===== config.mk =====
export PLATFORM = sky130hd
export DESIGN_NAME = axi_write_slave
export DESIGN_NICKNAME = d
export VERILOG_FILES = /design/src/rtl/axi_write_slave.sv
export SDC_FILE = /design/constraint.sdc
export NUM_CORES = 1
export LEC_CHECK = 0
export CAP_MARGIN = 5
export CORE_MARGIN = 4
export CORE_UTILIZATION = 40
export CTS_CLUSTER_DIAMETER = 120
export DETAILED_ROUTE_END_ITERATION = 6
export PLACE_DENSITY_LB_ADDON = 0.08
export REMOVE_ABC_BUFFERS = 1
export SETUP_SLACK_MARGIN = 0.5
export SYNTH_ARGS = -nofsm -noshare
export SYNTH_HDL_FRONTEND = slang
export SYNTH_SLANG_ARGS = --single-unit

===== constraint.sdc =====
create_clock -name clk -period 2.4 [get_ports clk]
set_input_delay 0.48 -clock clk [delete_from_list [all_inputs] [get_ports clk]]
set_output_delay 0.48 -clock clk [all_outputs]
set_load 0.01 [all_outputs]

===== src/rtl/axi_write_slave.sv =====
// AXI4 write-channel responder: one burst at a time (AW -> W beats -> B), each beat
// becomes a registered SRAM write. Define AXI_WSLV_WLAST_CHK_EN to flag WLAST/AWLEN mismatches.
module axi_write_slave #(
    parameter int AWID_WIDTH   = 4,
    parameter int AWADDR_WIDTH = 10,
    parameter int WDATA_WIDTH  = 64,
    parameter int MEM_AW       = 7
) (
    input  logic                      clk,
    input  logic                      rst,
    input  logic [AWID_WIDTH-1:0]     AWID,
    input  logic [AWADDR_WIDTH-1:0]   AWADDR,
    input  logic [7:0]                AWLEN,
    input  logic [2:0]                AWSIZE,
    input  logic [1:0]                AWBURST,
    input  logic                      AWVALID,
    output logic                      AWREADY,
    input  logic [WDATA_WIDTH-1:0]    WDATA,
    input  logic [WDATA_WIDTH/8-1:0]  WSTRB,
    input  logic                      WLAST,
    input  logic                      WVALID,
    output logic                      WREADY,
    output logic [AWID_WIDTH-1:0]     BID,
    output logic [1:0]                BRESP,
    output logic                      BVALID,
    input  logic                      BREADY,
    output logic                      mem_wen,
    output logic [MEM_AW-1:0]         mem_waddr,
    output logic [WDATA_WIDTH-1:0]    mem_wdata,
    output logic [WDATA_WIDTH/8-1:0]  mem_wstrb
);

    typedef enum logic [1:0] {IDLE, DATA, RESP} state_t;

    state_t                  state;
    logic [AWID_WIDTH-1:0]   id_q;
    logic [AWADDR_WIDTH-1:0] cur_addr;
    logic [7:0]              len_q;
    logic [7:0]              beat_cnt;
    logic [2:0]              size_q;
    logic [1:0]              burst_q;
    logic                    err;
    logic                    beat_last;
    logic                    beat_err;

    // Only INCR advances; FIXED and any erroring burst keep the address where it is.
    function automatic logic [AWADDR_WIDTH-1:0] next_addr(
        input logic [AWADDR_WIDTH-1:0] addr,
        input logic [2:0]              size,
        input logic [1:0]              burst,
        input logic                    burst_err
    );
        if (burst == 2'b01 && !burst_err)
            return addr + (AWADDR_WIDTH'(1) << size);
        return addr;
    endfunction

    always_comb begin
        beat_last = (beat_cnt == len_q);
        beat_err  = err;
`ifdef AXI_WSLV_WLAST_CHK_EN
        if (WLAST != beat_last)
            beat_err = 1'b1;
`endif
    end

`ifndef AXI_WSLV_WLAST_CHK_EN
    logic unused_wlast;
    assign unused_wlast = WLAST;
`endif

    always_ff @(posedge clk) begin
        if (rst) begin
            state     <= IDLE;
            AWREADY   <= 1'b1;
            WREADY    <= 1'b0;
            BVALID    <= 1'b0;
            BID       <= '0;
            BRESP     <= 2'b00;
            mem_wen   <= 1'b0;
            mem_waddr <= '0;
            mem_wdata <= '0;
            mem_wstrb <= '0;
            err       <= 1'b0;
            beat_cnt  <= '0;
        end else begin
            mem_wen <= 1'b0;
            case (state)
                IDLE: begin
                    if (AWVALID) begin
                        id_q     <= AWID;
                        cur_addr <= AWADDR;
                        len_q    <= AWLEN;
                        size_q   <= AWSIZE;
                        burst_q  <= AWBURST;
                        beat_cnt <= '0;
                        err      <= AWBURST[1] | (AWSIZE > 3'd3);
                        AWREADY  <= 1'b0;
                        WREADY   <= 1'b1;
                        state    <= DATA;
                    end
                end
                DATA: begin
                    if (WVALID) begin
                        // The beat that raises err is still written; later beats are not.
                        mem_wen   <= ~err;
                        mem_waddr <= MEM_AW'(cur_addr >> 3);
                        mem_wdata <= WDATA;
                        mem_wstrb <= WSTRB;
                        cur_addr  <= next_addr(cur_addr, size_q, burst_q, err);
                        beat_cnt  <= beat_cnt + 8'd1;
                        err       <= beat_err;
                        if (beat_last) begin
                            WREADY <= 1'b0;
                            BVALID <= 1'b1;
                            BID    <= id_q;
                            BRESP  <= beat_err ? 2'b10 : 2'b00;
                            state  <= RESP;
                        end
                    end
                end
                RESP: begin
                    if (BREADY) begin
                        BVALID  <= 1'b0;
                        AWREADY <= 1'b1;
                        state   <= IDLE;
                    end
                end
                default: begin
                    AWREADY <= 1'b1;
                    WREADY  <= 1'b0;
                    BVALID  <= 1'b0;
                    state   <= IDLE;
                end
            endcase
        end
    end

endmodule


# ---- Word level (Yosys, flattened, before mapping)
# Index checks and enable logic that the tools add are counted.
dict set report word_totals {
  register_bits 127
  inputBits 105
  output_inout_bits 89
  word_cells 81
}
dict set report classes {
  add_sub_neg 2
  n_lt_le_gt_ge 1
  eq_ne 9
  shifts 1
  mux 29
  bitwise_logic 7
  reduce_logical 15
}
# operator n
set ops {}
lappend ops {{2-to-1 mux 10 bit} 4}
lappend ops {{one-hot mux 10 bit (2 select lines)} 1}
lappend ops {{2-to-1 mux 8 bit} 2}
lappend ops {{one-hot mux 8 bit (2 select lines)} 1}
lappend ops {{2-to-1 mux 1 bit} 12}
lappend ops {{AND reduction 3 bit} 4}
lappend ops {{AND reduction 4 bit} 3}
lappend ops {{adder 10 bit} 1}
lappend ops {{2-to-1 mux 2 bit} 5}
lappend ops {{!= test 2 bit, second input constant} 5}
lappend ops {{left shift 1 x 3 -> 10 bit, first input constant} 1}
lappend ops {{one-hot mux 1 bit (3 select lines)} 3}
lappend ops {{adder 8 x 1 -> 8 bit, second input constant} 1}
lappend ops {{== test 8 bit} 1}
lappend ops {{NOT 1 bit} 6}
lappend ops {{one-hot mux 2 bit (3 select lines)} 1}
lappend ops {{AND reduction 5 bit} 1}
lappend ops {{== test 2 x 1 -> 1 bit, second input constant} 2}
lappend ops {{AND reduction 2 bit} 2}
lappend ops {{> comparator 3 x 2 -> 1 bit, second input constant} 1}
lappend ops {{OR reduction 3 bit} 1}
lappend ops {{== test 2 bit, second input constant} 1}
lappend ops {{zero test 2 bit} 1}
lappend ops {{nonzero test 2 bit} 1}
lappend ops {{3 further kinds} 3}

# ---- Longest topological paths before layout
# Gate-level depths: netlist of run 1.
dict set report logic_depth {
  word_depth 9
  ltp_mapped 7
}

# ---- Worst setup path before layout of run 1
# OpenSTA, ideal clock, no wires.
dict set report synth_timing {
  kind {register to register}
  start {reg size_q[1]}
  end {reg cur_addr[8], data pin}
  setup_time_ns 0.263
  arrival_time_ns 2.125
  t_required_ns 2.137
  slack_ns 0.012
  path_stages_with_launch 8
  path_buffers 0
  synth_period_minus_slack_ns 2.388
  path_cell_list {edfxtp_1 > nor3_1 > ha_1 > fa_1 > a211o_1 > a2111oi_0 > nor4_1 > nand3b_1}
}
dict set report synth_via {
  elab_chain_cells 6
}
# item line
set synth_lines {}
lappend synth_lines {{start, declared} 40} ;# logic [2:0] size_q;
lappend synth_lines {{start signal, assigned} 94} ;# size_q <= AWSIZE;
lappend synth_lines {{left shift 1 x 3 -> 10 bit} 54} ;# return addr + (AWADDR_WIDTH'(1) << size);
lappend synth_lines {{adder 10 bit} 54}
lappend synth_lines {{2-to-1 mux 10 bit} 53} ;# if (burst == 2'b01 && !burst_err)
lappend synth_lines {{2-to-1 mux 10 bit} 55} ;# return addr;
lappend synth_lines {{2-to-1 mux 10 bit} 104} ;# if (WVALID) begin
lappend synth_lines {{one-hot mux 10 bit (2 select lines)} 88} ;# case (state)
lappend synth_lines {{end signal, assigned} 110} ;# cur_addr <= next_addr(cur_addr, size_q, burst_q, err);
lappend synth_lines {{end, declared} 37} ;# logic [AWADDR_WIDTH-1:0] cur_addr;
# No other way between the ends. The select of a mux whose other input is x is not followed.
# A chain may end at the register's enable or synchronous reset.

# ---- Worst setup path in the final report of run 1
dict set report layout_timing {
  start {reg size_q[2]}
  end {reg cur_addr[8], data pin}
}
# Same word-level chain as after synthesis.

==> flow_summary.yaml, run 1 <==
floorplan:
  fp.dieArea_sq_um: 14600
  core_area_sq_um: 12200
  ios: 194
  fp.dieH_microns: 121
  rows: 40
  fp.dieW_microns: 121
  initial_core_util_pct: 41.6
power_and_ir_drop:
  powerDensity_nw_per_um2: 673
  ir_drop_uv: 466
  p_leak_nw: 2.83
  total_power_mw: 5.32
finish:
  fin_nets: 885
  antennaDiodeCount: 0
  final_layout_size_suffix_gt1_share_pct: 7.79
  fill_cells: 1062
  area_delta_synth_final_pct: 55.8
grt:
  groute.usage.overall_pct: 19.2
  grt_max_degree: 97
  grt_pass1_wl_microns: 21800
  grt_pass1_vias: 4470
  antenna_found_initial: 0
  overflow: 0
detailed_routing:
  postRouteAntennaNets: 0
  via_per_inst: 4.87
  routedWlPerCell_microns: 14.8
  drt_first_iter_violations: 208
  vias: 4635
  dr.pass1.iters: 4
  drcViolationCount: 0
  routed_wl_microns: 14100
worst_setup_path:
  end_kind: "flop"
  r2r_setup_slack_ns: 0.05
  critPathKind: "flop to flop"
  startpoint_type: "flop"
  crit_arrival_ns: 2.50
  critPathMaxFanout: 2
  cp.required_ns: 2.55
logic_synthesis:
  synth_cell_types: 49
  yosys_warnings: 0
  synth_edf_count: 27
  ys_seq_elements: 126
  netlist_instances: 572
  synthArstFlopShare_pct: 0
  yosys_most_used_dff: "dfxtp_1"
  synth.yosys.seq_area_share_pct: 55.0
  avgSynthCellArea_sq_um: 8.88
  synth_area_sq_um: 5080
min_path:
  hold_path.class: "primary input to flop"
cts:
  clk-insertion-delay-late_ns: 0.41
  clk_pin_slew_ns: 0.05
  cts_root_buffer: "clkbuf_16"
  cts_buffers: 17
  clkSinkCount: 126
  cts_tree: "built"
  htreeDepth: 4
  clockBufferDepth: 2
timing:
  slew_violations: 0
  fin_skew_ns: 0.00897
  setup_violations: 0
  rsz0062_at_grt: "yes"
  post-route-period-util_pct: 98.1
  layout_setup_ws_ns: 0.0465
  max_clock_freq_ghz: 0.425
  hold_viol: 0
  layout_min_cycle_time_ns: 2.35
status:
  status: "complete, no violations"
placement:
  io_buffers: 191
  hpwl_microns: 9890
  finalWeightedCongestion: 0.820
  post-place-ws_ns: -0.0886
flow_run:
  maxCapViolCount: 0
cells in the final DEF (no fill, tap or decap), drive strengths merged, types with 7 or more instances in the layout:
cell,n
edfxtp,27
inv,7
nor3,7
nor2,13
dfxtp,99
a21oi,90
nand2,184
o21ai,11
clkbuf,22
clkdlybuf4s50,190
buf,23
clkinv,7
xnor2,15
nand2b,14
ha,9
timing repair:
action / CTS / global route
pin swaps: 7 / 12
buffers inserted: 2 / 2
gates cloned: 0 / 0
setup endpoints to repair: 12 / 14
hold buffers: 0 / 0
resized for setup: 12 / 14
state kept, by name, indices dropped and copies added (netlist names), 4 cells and up:
signal / count
mem_wdata: 64
cur_addr: 10
beat_cnt: 8
len_q: 8
mem_wstrb: 8
mem_waddr: 7
BID: 4
id_q: 4
final timing paths:
check,from,endpoint,cells past startpoint
setup / recovery,size_q[2],cur_addr[8],9
hold / removal,rst,beat_cnt[0],2
setup reg to reg,size_q[2],cur_addr[8],9
hold reg to reg,mem_wdata[11],mem_wdata[11],2
metrics by stage:
stage,instance area (sq um),setup TNS (ns),utilization (%),hold WS (ns),cells
after CTS,7820,0,64.0,0.375,949
after detailed placement,7220,-0.0886,59.1,0.446,915
after floorplan,4940,-0.0843,-,0.444,538
after global placement,7220,-0.0761,59.1,0.441,915
final,7910,0,64.8,0.393,951
after global routing,7910,-0.0658,64.8,0.403,951
critical path, stage by stage, from the launching register on:
cell	delay, ns
edfxtp_1	0.37
buf_4	0.12
nor3_1	0.04
ha_2	0.21
fa_2	0.36
a211o_1	0.32
a2111oi_4	0.31
buf_4	0.17
nor4_1	0.04
nand3b_1	0.17
power breakdown:
group          leakage, nW  internal (mW)  switching, mW
logic                 1.51          0.366          0.279
registers             1.06           2.26         0.0495
clock network        0.259           1.50          0.867
total                 2.83           4.13           1.20
per-layer routing:
layer | routed length, microns | share of wire [%] | GRT usage [%]
met1 | 5630 | 40 | 21.8
met2 | 7100 | 50 | 32.1
met3 | 1040 | 7.4 | 7.39
met4 | 345 | 2.4 | 8.14
met5 | 0 | 0 | 0
layout make-up:
type	instances	area [sq um]	area share [%]
Sequential cell	126	2790	35.3
Multi-Input combinational cell	405	2210	28.0
Timing Repair Buffer	213	2130	26.9
Clock buffer	22	444	5.61
Tap cell	168	210	2.66
Clock inverter	10	96.3	1.22
Inverter	7	26.3	0.332
cells by family (layout without fill, tap and decap cells):
family                   count (synthesis)  count (layout)  synth area share [%]
AND/OR/NAND/NOR                        247             247                  21.3
flip-flops                             126             126                  55.0
AO/OA/AOI/OAI                          123             123                  13.5
buffers and inverters                   41             252                  3.23
XOR/XNOR                                17              17                  2.93
adder cells (fa/ha/maj)                 10              10                  2.61
multiplexers                             7               7                  1.40
other                                    1               1                0.0739
cell usage after synthesis, types with 6 or more instances:
library cell  number  area, sq um
nor3_1             7         35.0
edfxtp_1          27          811
ha_1               9          113
xnor2_1           15          131
o21ai_0            8         40.0
a21oi_1           90          450
mux2i_1            6         60.1
nand2_1          183          687
inv_1              7         26.3
dfxtp_1           99         1980
clkbuf_1          26         97.6
nor2_1            13         48.8
nand2b_1          14         87.6
(Power assumes the default switching activity.)
==> inputs of run 2 (changes only) <==
--- a/config.mk
+++ b/config.mk
@@ -5,7 +5,9 @@
 export SDC_FILE = /design/constraint.sdc
 export NUM_CORES = 1
 export LEC_CHECK = 0
+export ABC_CLOCK_PERIOD_IN_PS = 2400
 export CAP_MARGIN = 5
+export CORE_ASPECT_RATIO = 1.5
 export CORE_MARGIN = 4
 export CORE_UTILIZATION = 40
 export CTS_CLUSTER_DIAMETER = 120
==> run 2 against run 1 <==
Compared with the run above:
- maximum frequency increased by 0.69%
- total power increased by 4.7%
- worst hold slack improved by 0.060 ns
- design area increased by 1.8%
- sequential power about the same
- utilization decreased by 0.071 points
- via count increased by 0.26%
- first-iteration DRC count decreased by 25%
- critical path type unchanged
- clock power increased by 9.7%
- clock skew increased by 0.0010 ns
==> flow_summary.yaml, run 2 (same netlist as run 1, synthesis figures left out) <==
status:
  status: "complete, no violations"
timing:
  slew_violations: 0
  max_clock_freq_ghz: 0.428
  layout_min_cycle_time_ns: 2.34
  layout_setup_ws_ns: 0.0627
  whs_ns: 0.452
  fin_skew_ns: 0.00998
  hold_viol: 0
  post-route-period-util_pct: 97.4
  setup_violations: 0
  fin_setup_tns_ns: 0
  rsz0062_at_grt: "yes"
detailed_routing:
  via_per_inst: 4.93
  vias: 4647
  routedWlPerCell_microns: 15.4
  postRouteAntennaNets: 0
  routed_wl_microns: 14500
  dr.pass1.iters: 6
  drcViolationCount: 0
  drt_first_iter_violations: 155
worst_setup_path:
  r2r_setup_slack_ns: 0.06
  cp.required_ns: 2.56
  critPathKind: "flop to flop"
  crit_arrival_ns: 2.49
  startpoint_type: "flop"
  critPathMaxFanout: 5
  r2r_cells: 9
  slowest_stage: "edfxtp_1"
  slowest_delay_ns: 0.39
  crit_chain: "buf_6, buf_6, nor2_1, ha_4, o21a_1, a2111oi_4, buf_4, nor4_1, nand3b_1"
  rr_startpoint: "size_q[2]"
  cp_common_cell: "buf_6"
  end_kind: "flop"
  timing.rr.end: "cur_addr[8]"
cts:
  clk_pin_slew_ns: 0.06
  cts_tree: "built"
  cts_root_buffer: "clkbuf_16"
  clkSinkCount: 126
  clockBufferDepth: 2
  cts_hold_buf: 0
  htreeDepth: 4
  cts_buffers: 17
  clk-insertion-delay-late_ns: 0.42
power_and_ir_drop:
  swShare_pct: 23.9
  internal_power_mw: 4.24
  p_clk_share_pct: 46.7
  p_leak_nw: 2.89
  power.switching_mw: 1.33
  powerDensity_nw_per_um2: 692
  p_seq_share_pct: 41.3
  ir_drop_uv: 508
  pwr-share-comb_pct: 11.9
placement:
  post-place-ws_ns: -0.0670
  place_area_sq_um: 7210
  finalWeightedCongestion: 0.835
  io_buffers: 191
  hpwl_microns: 10100
finish:
  final_cell_mix: "clkdlybuf4s50_1, nand2_1, dfxtp_1"
  fin_util_pct: 64.7
  final_layout_size_suffix_gt1_share_pct: 10.2
  layout_commonest_cell: "clkdlybuf4s50_1"
  fin_nets: 889
  design_area_sq_um: 8060
  regArea_sq_um: 2790
  multi_input_area_sq_um: 2280
  largest_reg_flops: 64
  regMostFlops: "mem_wdata"
  antennaDiodeCount: 0
  area_delta_synth_final_pct: 58.7
  reg_top3: "mem_wdata (64), cur_addr (10)"
  fill_cells: 1080
floorplan:
  fp.dieH_microns: 146
  rows: 50
  fp.dieArea_sq_um: 14600
  fp.dieW_microns: 100
  core_area_sq_um: 12400
  initial_core_util_pct: 40.8
  ios: 194
flow_run:
  maxCapViolCount: 0
grt:
  grt_pass1_vias: 4550
  overflow: 0
  groute.usage.overall_pct: 19.3
  antenna_found_initial: 0
  grt_max_degree: 83
  grt_pass1_wl_microns: 22400
min_path:
  whs_endpoint: "mem_wdata[42]"
  hold_path.class: "flop to flop"
  hp-start: "mem_wdata[42]"
  hold_path_depth: 2
==> run 2: changes by cell type in the layout (fill, tap and decap cells not counted), sizes merged <==
cell / change
inv: +8
clkinv: -5
clkbuf: -3
buf: +4
==> run 2: per-layer routing <==
metal	track usage (%)	up-vias	wire, microns
li1	-	2336	-
met1	20.8	2133	5480
met2	34.1	145	7560
met3	5.80	33	1000
met4	8.70	0	434
met5	0	-	0
==> run 2: critical path, delay by kind of cell (launching register included) <==
family | cells | cell delay, ns
DFF | 1 | 0.39
and+or+nand+nor | 3 | 0.40
adders and majority gates | 1 | 0.26
buffers and inverters | 3 | 0.43
AOI/OAI and AO/OA | 2 | 0.61
==> run 2: stage by stage <==
step	instances	power (mW)
final	943	5.57
after global routing	943	5.78
after CTS	939	5.59
after detailed placement	904	2.97
after global placement	904	2.96
after floorplan	538	2.57
==> run 2: area by class of cell <==
| type | count | share of cell area, % |
|---|---|---|
| clock inverter | 13 | 1.82 |
| inverter | 7 | 0.326 |
| sequential | 126 | 34.7 |
| clock buffer | 19 | 5.64 |
| multi-input combinational | 405 | 28.2 |
| tap | 156 | 2.42 |
| timing repair buffer | 217 | 26.9 |
==> run 2: worst max path at each step <==
stage                    from     endpoint  slack [ns]  depth (start not counted)
floorplan            state[0]  beat_cnt[2]       -0.08                          4
global placement    size_q[1]  cur_addr[9]     0.00002                          7
detailed placement  size_q[1]  cur_addr[9]       -0.07                          7
CTS                 size_q[1]  cur_addr[8]        0.09                          8
global route        size_q[2]  cur_addr[8]      -0.008                          9
finish              size_q[2]  cur_addr[8]        0.06                          9
==> run 2: power by group through the flow <==
stage | logic [mW] | registers [mW] | clock network, mW
2_1_floorplan | 0.195 | 2.37 | 0
3_3_place_gp | 0.614 | 2.34 | 0
3_5_place_dp | 0.623 | 2.35 | 0
4_1_cts | 0.639 | 2.30 | 2.65
5_1_grt | 0.719 | 2.31 | 2.74
6_report | 0.665 | 2.30 | 2.60
==> run 2: timing repair <==
action,4_1_cts,5_1_grt
hold endpoints to repair,0,0
buffers inserted,3,4
pin swaps,13,13
gates resized for setup,12,22
setup endpoints to repair,9,57
